**src/rtl/interrupt_pkg.sv**
```systemverilog
// Shared constants for the interrupt controller: state encoding and field widths.
package interrupt_pkg;

  localparam int unsigned NUM_IRQ_DEFAULT = 4;
  localparam int unsigned ID_W            = 2;
  localparam int unsigned STATE_W         = 2;

  typedef enum logic [STATE_W-1:0] {
    ST_IDLE     = 2'd0,
    ST_SERV_MI  = 2'd1,
    ST_SERV_NMI = 2'd2
  } state_t;

endpackage

```
**src/rtl/irq_edge_sync.sv**
```systemverilog
// Two-flop synchronizer followed by a rising-edge pulse for one request line.
module irq_edge_sync (
  input  logic clk,
  input  logic reset,
  input  logic d,
  output logic rise_c
);

  logic       sync1;
  logic       sync2;
  logic       prev;
  logic [2:0] warm;

  // warm marks when prev holds a real sample, so a line held high through reset is not seen as an edge
  always_ff @(posedge clk or posedge reset) begin
    if (reset) begin
      sync1 <= 1'b0;
      sync2 <= 1'b0;
      prev  <= 1'b0;
      warm  <= 3'b000;
    end else begin
      sync1 <= d;
      sync2 <= sync1;
      prev  <= sync2;
      warm  <= {warm[1:0], 1'b1};
    end
  end

  assign rise_c = warm[2] & sync2 & ~prev;

endmodule

```
**src/rtl/interrupt_controller.sv**
```systemverilog
// Edge-triggered interrupt controller: pending/mask registers, lowest-index
// priority, NMI path and a three-state service FSM.
module interrupt_controller
  import interrupt_pkg::*;
#(
  parameter int unsigned NUM_IRQ = NUM_IRQ_DEFAULT
) (
  input  logic               clk,
  input  logic               reset,
  input  logic [NUM_IRQ-1:0] irq,
  input  logic               nmi_in,
  input  logic               mask_we,
  input  logic [NUM_IRQ-1:0] mask_wdata,
  input  logic               savePC,
  input  logic               INA,
  input  logic               eoi,
  output logic               interrupt,
  output logic               nmint,
  output logic               busy,
  output logic [ID_W-1:0]    irq_id,
  output logic [NUM_IRQ-1:0] pending,
  output logic [STATE_W-1:0] state
);

  state_t             st;
  state_t             st_nxt;
  logic [NUM_IRQ-1:0] mask;
  logic [NUM_IRQ-1:0] rise;
  logic [NUM_IRQ-1:0] active;
  logic [NUM_IRQ-1:0] clr;
  logic [NUM_IRQ-1:0] pending_nxt;
  logic               nmi_rise;
  logic               nmi_pend;
  logic               nmi_pend_nxt;
  logic               any_active;
  logic [ID_W-1:0]    enc;
  logic [ID_W-1:0]    id_lat;
  logic [ID_W-1:0]    id_lat_nxt;
  logic               take_mi;
  logic               take_nmi;
  logic               interrupt_nxt;
  logic               nmint_nxt;

  for (genvar i = 0; i < int'(NUM_IRQ); i++) begin : g_sync
    irq_edge_sync u_sync (
      .clk   (clk),
      .reset (reset),
      .d     (irq[i]),
      .rise_c(rise[i])
    );
  end

  irq_edge_sync u_nmi_sync (
    .clk   (clk),
    .reset (reset),
    .d     (nmi_in),
    .rise_c(nmi_rise)
  );

  // Lowest enabled pending index wins
  always_comb begin
    active     = pending & mask;
    any_active = |active;
    enc        = '0;
    for (int i = int'(NUM_IRQ) - 1; i >= 0; i--) begin
      if (active[i]) enc = ID_W'(i);
    end
  end

  always_ff @(posedge clk or posedge reset) begin
    if (reset) st <= ST_IDLE;
    else       st <= st_nxt;
  end

  always_comb begin
    st_nxt   = st;
    take_mi  = 1'b0;
    take_nmi = 1'b0;
    case (st)
      ST_IDLE: begin
        if (savePC) begin
          if (INA) begin
            st_nxt  = ST_SERV_MI;
            take_mi = 1'b1;
          end else begin
            st_nxt   = ST_SERV_NMI;
            take_nmi = 1'b1;
          end
        end
      end
      ST_SERV_MI, ST_SERV_NMI: begin
        if (eoi) st_nxt = ST_IDLE;
      end
      default: st_nxt = ST_IDLE;
    endcase
  end

  // A new edge overrides a same-cycle clear; a spurious ack clears nothing
  always_comb begin
    clr           = take_mi ? (active & (~active + NUM_IRQ'(1))) : '0;
    pending_nxt   = (pending & ~clr) | rise;
    nmi_pend_nxt  = (nmi_pend & ~take_nmi) | nmi_rise;
    id_lat_nxt    = (take_mi | take_nmi) ? enc : id_lat;
    interrupt_nxt = any_active & (st == ST_IDLE);
    nmint_nxt     = nmi_pend & (st == ST_IDLE);
  end

  always_ff @(posedge clk or posedge reset) begin
    if (reset) begin
      pending   <= '0;
      nmi_pend  <= 1'b0;
      mask      <= '0;
      id_lat    <= '0;
      interrupt <= 1'b0;
      nmint     <= 1'b0;
    end else begin
      pending   <= pending_nxt;
      nmi_pend  <= nmi_pend_nxt;
      id_lat    <= id_lat_nxt;
      interrupt <= interrupt_nxt;
      nmint     <= nmint_nxt;
      if (mask_we) mask <= mask_wdata;
    end
  end

  assign busy   = (st != ST_IDLE);
  assign irq_id = (st == ST_IDLE) ? enc : id_lat;
  assign state  = st;

endmodule
```
**config.mk**
```make
export PLATFORM = sky130hd
export DESIGN_NAME = interrupt_controller
export DESIGN_NICKNAME = d
export VERILOG_FILES = /design/src/rtl/interrupt_pkg.sv /design/src/rtl/irq_edge_sync.sv /design/src/rtl/interrupt_controller.sv
export SDC_FILE = /design/constraint.sdc
export NUM_CORES = 1
export LEC_CHECK = 0
export CORE_MARGIN = 8
export CORE_UTILIZATION = 43
export CTS_CLUSTER_DIAMETER = 60
export DETAILED_ROUTE_END_ITERATION = 8
export DONT_BUFFER_PORTS = 1
export SETUP_SLACK_MARGIN = 0.15
export SLEW_MARGIN = 10
export SYNTH_ARGS = -nofsm -noshare
export SYNTH_HDL_FRONTEND = slang
export SYNTH_SLANG_ARGS = --single-unit
export TNS_END_PERCENT = 100
```
**constraint.sdc**
```tcl
create_clock -name clk -period 1.3 [get_ports clk]
set_clock_uncertainty 0.05 [all_clocks]
set_input_delay 0.26 -clock clk [delete_from_list [all_inputs] [get_ports clk]]
set_output_delay 0.26 -clock clk [all_outputs]
set_load 0.01 [all_outputs]
```
==> flow_summary.toml, run 1 <==
[run_status]
status = "finished, violations left"
violations = "setup timing"

[worst_setup_path]
path_buf_inv = 1
cp.arrival_ps = 1310
slowest_stage = "dfrtp_1"
r2r-start = "state[1]$_DFFE_PP0P_"
slowest_delay_ps = 410
cp-end-kind = "output port"
required_ps = 990
worst_setup_path_start_kind = "register"
r2r_setup_slack_ps = -150
critPathTopFamily = "flip-flops"
path_class = "register to output port"
rr_worst_depth = 7
cp_cell_sequence = "inv_2 > ha_4 > mux2_4"
cp_max_fo = 5
reg2reg_to = "pending[3]$_DFF_PP0_"

[power_and_ir_drop]
netSwitchingFraction_pct = 31.78
switchingPower_mw = 1.018
power.density_nw_per_um2 = 1977
totalPowerFinal_mw = 3.204
peakVddDrop_v = 0.001114
p_seq_share_pct = 42.0
p_int_mw = 2.186
p_leak_nw = 0.7396
combPwrFrac_pct = 40.1
clkPwrFrac_pct = 17.9

[synthesis]
synthDominantCellAreaShare_pct = 70.59
synth_compound_area_share_pct = 10.91
synth_top_area_cell = "dfrtp_1"
seq_area_frac_synth_pct = 70.59
ys_seq_elements = 33
synth_fp_nets = 101
yosys-top-cells-area = "dfrtp_1 (71%), mux2_2 (3.9%), nand2_1 (3.5%)"
synth_mux_area_share_pct = 5.775
syn_area_um2 = 1170
avgSynthCellArea_um2 = 13.76
synth_simple_gate_area_share_pct = 8.449
synthCells = 85
synthAdderAreaFrac_pct = 1.070
synth_top_family_by_area = "compound AO/OA/AOI/OAI gates"
yosysWarnings = 0
synth_xor_area_share_pct = 0
ys_types = 24

[final_layout]
syn_to_final_growth_pct = 38.50
fin_nets = 138
drive_gt1_share_pct = 42.62
fin_cells = 153
antennaDiodeCount = 0

[min_path]
worstHoldEndpoint = "mask[0]$_DFFE_PP0P_"
holdCritStartpoint = "mask_wdata[0]"
worstHoldPathCells = 1
hp-class = "input pin to register"

[sta]
fin_crit_sh_pct = 125.0
max_freq_mhz = 615.6
hold_viol = 0
slew_violations = 0
rsz0062_at_grt = "true"
setup_viol_count_final = 12
finalCriticalPeriod_ps = 1624
finalWorstSetupSlack_ps = -324.5

[global_routing]
grt_usage_pct = 11.42
first_global_vias = 764
antenna_found_initial = 0
grt_start_max_net_pins = 34
grt_overflow = 0
grt_pass1_wl_um = 3808

[placement]
place_hpwl_um = 1498
dp_slack_ps = 2.098
gp_congestion = 0.7765
io_buffers = 0
dp.cells = 128

[clock_tree]
numCtsBuffers = 5
cts_tree = "built"
ctsLongestPathBuffers = 2
cts.sinks = 33
cts_root_buf = "clkbuf_4"
clk_pin_slew_worst_paths_ps = 90
h-tree-depth = 2
clock_latency_ps = 320

[die]
rows = 19
die-area_um2 = 4646
die_w_um = 68.16
core_um2 = 2663
start_util_pct = 43.94
die_h_um = 68.16
io_pins = 26

[drt]
drt_wl_total_um = 2449
ant_nets = 0
drt_iter0_markers = 23
viasPerCell = 5.111
drt_pass1_iterations = 4
post_drt_wl_per_cell_um = 16.01
drc_errors = 0
vias = 782

[run]
cap_violations = 0
==> synth_stat cells <==
master,instances
dfrtp_1,33
ha_1,1
a22o_1,1
a21oi_1,2
nor2b_1,2
nand3_1,3
inv_2,1
o2bb2ai_1,4
nand2b_1,2
mux2_2,4
a41o_1,1
o22ai_1,1
and3_4,1
buf_6,1
and2_1,1
o21ai_2,1
a22oi_2,1
nand2_1,11
inv_1,5
a32oi_1,1
a22oi_1,1
mux2_1,2
conb_1,1
o21ai_1,4
==> kinds of logic after synthesis <==
group,Yosys count
buffers and inverters,7
multiplexers,6
other,1
AO/OA/AOI/OAI,17
adder cells (fa/ha/maj),1
AND/OR/NAND/NOR,20
flip-flops,33
==> sequential cells by signal, summed over array words and instances, names as in the netlist <==
signal and flops:
u_nmi_sync.prev 1, pending 4, g_sync.u_sync.sync1 4, nmint 1
u_nmi_sync.sync2 1, g_sync.u_sync.warm 2, id_lat 2, g_sync.u_sync.prev 4
nmi_pend 1, u_nmi_sync.sync1 1, g_sync.u_sync.sync2 4, state 2
u_nmi_sync.warm 1, interrupt 1, mask 4
==> how the worst max path moves through the flow <==
stage                                     from         to  slack, ps  cells past startpoint
final                     state[1]$_DFFE_PP0P_  irq_id[1]       -320                      3
after global routing      pending[3]$_DFF_PP0_  irq_id[1]       -390                      3
after CTS                 state[1]$_DFFE_PP0P_  irq_id[1]       -350                      3
after detailed placement  pending[3]$_DFF_PP0_  irq_id[1]          2                      3
after global placement    state[0]$_DFFE_PP0P_  irq_id[1]         30                      3
after floorplan           state[1]$_DFFE_PP0P_  irq_id[1]        -50                      4
==> cell type report <==
| cell class | count | area (um^2) |
|---|---|---|
| repair buffers | 31 | 277.8 |
| fillers | 208 | 1042 |
| clock buffers | 6 | 51.30 |
| clock inverters | 1 | 7.507 |
| well taps | 31 | 38.79 |
| inverters | 6 | 22.52 |
| multi-input cells | 45 | 395.4 |
| flip-flops and latches | 33 | 827.0 |
==> power by group through the flow <==
stage          sequential (mW)  combinational (mW)  clock [mW]
3_3_place_gp              1.34               0.825           0
6_report                  1.34                1.29       0.575
4_1_cts                   1.34                1.04       0.603
3_5_place_dp              1.35               0.850           0
5_1_grt                   1.36                1.37       0.645
2_1_floorplan             1.38               0.523           0
==> what timing repair did <==
item	CTS	global route
hold buffers	6	0
cloned	0	0
pin swaps	3	5
resized for setup	8	10
setup endpoints to repair	17	18
hold endpoints to repair	38	0
setup buffers	4	8
==> layer usage <==
metal | vias up | GRT usage (%) | share of wire, %
met5 | - | 0 | 0
met4 | 0 | 6.905 | 2.3
met3 | 8 | 4.583 | 6.6
met2 | 31 | 18.17 | 52
met1 | 378 | 12.61 | 39
li1 | 365 | - | -
==> stage by stage <==
| stage | setup TNS [ps] | hold WS [ps] | instance area, um^2 | utilization, % |
|---|---|---|---|---|
| 6_report | -1537 | 17.92 | 1620 | 60.86 |
| 2_1_floorplan | -74.44 | 241.4 | 1200 | - |
| 5_1_grt | -2253 | 2.030 | 1620 | 60.86 |
| 4_1_cts | -1171 | 1.453 | 1516 | 56.95 |
| 3_3_place_gp | 0 | 207.4 | 1325 | 49.77 |
| 3_5_place_dp | 0 | 211.6 | 1325 | 49.77 |
==> cells in the final DEF, fill, tap and decap left out <==
master,instances
nand2b_1,2
a22o_1,1
inv_1,3
a32oi_4,1
clkbuf_8,1
nand3_1,3
dfrtp_2,1
dfrtp_1,32
clkinvlp_4,1
conb_1,1
mux2_1,2
mux2_4,1
mux2_2,3
ha_4,1
buf_6,8
o2bb2ai_4,1
nand2_2,1
o21ai_2,1
nor2b_4,1
a21oi_1,2
buf_4,17
o21ai_1,4
a22oi_2,2
inv_2,3
clkbuf_4,5
and2_1,1
o2bb2ai_1,3
a41o_1,1
o22ai_2,1
nand2_1,9
nand2_4,1
nor2b_2,1
dlygate4sd3_1,6
and3_4,1
Power figures use the tool's default switching activity.
==> inputs of run 2 (changes only) <==
==> constraint.sdc (replaced) <==
create_clock -name clk -period 1.6 [get_ports clk]
set_clock_uncertainty 0.05 [all_clocks]
set_input_delay 0.32 -clock clk [delete_from_list [all_inputs] [get_ports clk]]
set_output_delay 0.32 -clock clk [all_outputs]
set_load 0.01 [all_outputs]
==> run 2 against run 1 <==
  * The run still ends with setup timing left
  * Die area did not move
  * Design area fell by 9.7%
  * First-iteration DRC count rose by 8.7%
  * Wire length fell by 15%
  * Total power fell by 22%
  * Register-to-register slack improved by 340 ps
  * Sequential share of layout area rose by 5.6 points
  * Count of clock-buffer cells in the layout fell by 1
  * Largest power group unchanged
==> flow_summary.toml, run 2 (same netlist as run 1, synthesis figures left out) <==
[run_status]
status = "finished, violations left"
violations = "setup timing"

[sta]
slew_violations = 0
hold_ws_ps = 63.14
finalWorstSetupSlack_ps = -90.80
finalCriticalPeriod_ps = 1691
max_freq_mhz = 591.4
fin_crit_sh_pct = 105.7
timing.setup.tns_ps = -159.3
hold_viol = 0
rsz0062_at_grt = "true"
setup_viol_count_final = 2

[power_and_ir_drop]
clkPwrFrac_pct = 30.4
netSwitchingFraction_pct = 28.77
switchingPower_mw = 0.7223
p_leak_nw = 0.6646
peakVddDrop_v = 0.0008487
combPwrFrac_pct = 25.1
p_seq_share_pct = 44.5
power.density_nw_per_um2 = 1716
p_int_mw = 1.788

[worst_setup_path]
required_ps = 1230
cp_cell_sequence = "a22oi_2 > nor2b_2 > mux2_4"
cp-end-kind = "output port"
cp.arrival_ps = 1320
slowest_delay_ps = 470
path_buf_inv = 0
slowest_stage = "dfrtp_2"
cp_max_fo = 4
worst_setup_path_start_kind = "register"
path_class = "register to output port"
critPathTopFamily = "flip-flops"

[global_routing]
grt_usage_pct = 10.40
antenna_found_initial = 0
grt_start_max_net_pins = 34
grt_pass1_wl_um = 3367
first_global_vias = 732
grt_overflow = 0

[drt]
drt_wl_total_um = 2085
drt_pass1_iterations = 2
ant_nets = 0
post_drt_wl_per_cell_um = 15.11
vias = 703
viasPerCell = 5.094
drc_errors = 0
drt_iter0_markers = 25

[clock_tree]
clk_pin_slew_worst_paths_ps = 100
cts_tree = "built"
ctsLongestPathBuffers = 2
numCtsBuffers = 5
cts.sinks = 33
cts_root_buf = "clkbuf_4"
clock_latency_ps = 330
h-tree-depth = 2

[final_layout]
fin_cells = 138
layout_common_cells = "dfrtp_1 (31), nand2_1 (11), buf_4 (9)"
antennaDiodeCount = 0
fin_nets = 122
final_common_cell = "dfrtp_1"
nFillCells = 220
drive_gt1_share_pct = 30.84
syn_to_final_growth_pct = 25.03

[die]
die_h_um = 68.16
die-area_um2 = 4646
rows = 19
start_util_pct = 43.94
core_um2 = 2663
io_pins = 26
die_w_um = 68.16

[run]
cap_violations = 0

[placement]
gp_congestion = 0.7316
io_buffers = 0
dp.cells = 121
place_hpwl_um = 1440

[min_path]
hp-class = "input pin to register"
[run 2: changes by cell type in the layout (fill, tap and decap cells not counted), sizes merged]
| cell | before | now |
|---|---|---|
| clkinv | 0 | 1 |
| buf | 25 | 9 |
| clkinvlp | 1 | 0 |
| bufinv | 0 | 2 |
| clkbuf | 6 | 5 |
[run 2: power by group through the flow]
stage          clock network (mW)  logic [mW]  registers [mW]
4_1_cts                     0.789       0.603            1.12
3_3_place_gp                    0       0.505            1.11
3_5_place_dp                    0       0.520            1.12
6_report                    0.764       0.630            1.12
5_1_grt                     0.826       0.685            1.14
2_1_floorplan                   0       0.379            1.11
[run 2: worst paths after layout]
kind / start / depth (start not counted) / slack, ps / to
min in group asynchronous: reset / 3 / 450 / state[0]$_DFFE_PP0P_
worst min-delay path: savePC / 2 / 60 / id_lat[0]$_DFFE_PP0P_
max in group asynchronous: reset / 3 / 730 / pending[1]$_DFF_PP0_
worst min register to register: g_sync[3].u_sync.sync1$_DFF_PP0_ / 0 / 310 / g_sync[3].u_sync.sync2$_DFF_PP0_
worst max-delay path: pending[1]$_DFF_PP0_ / 3 / -90 / irq_id[1]
worst max register to register: state[1]$_DFFE_PP0P_ / 6 / 190 / pending[3]$_DFF_PP0_
[run 2: timing repair]
action                     in CTS  in global routing
setup buffers                   1                  2
setup endpoints to repair       6                  4
cloned                          0                  0
hold buffers                    6                  0
pin swaps                       1                  0
resized for setup               9                  1
hold endpoints to repair       38                  0
[run 2: final cells by class]
cell class,count,area [um^2],share of cell area (%)
clock buffers,5,37.54,2.566
clock inverters,3,65.06,4.448
inverters,6,25.02,1.711
multi-input cells,45,340.3,23.27
flip-flops and latches,33,828.3,56.63
well taps,31,38.79,2.652
repair buffers,15,127.6,8.725
[run 2: worst reg2reg max path: cells and delay by family (launching register included)]
family | cells | cell delay (ps)
buffers and inverters | 2 | 230
AOI/OAI and AO/OA | 2 | 240
and+or+nand+nor | 1 | 220
DFF | 1 | 400
adders and majority gates | 1 | 170
[run 2: layer usage]
layer	up-vias	routed length (um)	global-route usage (%)
li1	333	-	-
met1	346	839	11.01
met2	19	994	14.54
met3	5	200	7.856
met4	0	50	6.138
met5	-	0	0
[run 2: per-stage QoR]
| stage | power, mW | setup WS (ps) | utilization [%] | cell area, um^2 |
|---|---|---|---|---|
| global route | 2.648 | -190.0 | 54.93 | 1463 |
| global placement | 1.619 | 129.2 | 46.80 | 1246 |
| floorplan | 1.493 | 163.1 | - | 1174 |
| detailed placement | 1.642 | 91.64 | 46.80 | 1246 |
| CTS | 2.511 | -126.8 | 54.28 | 1445 |
| finish | 2.510 | -90.80 | 54.93 | 1463 |
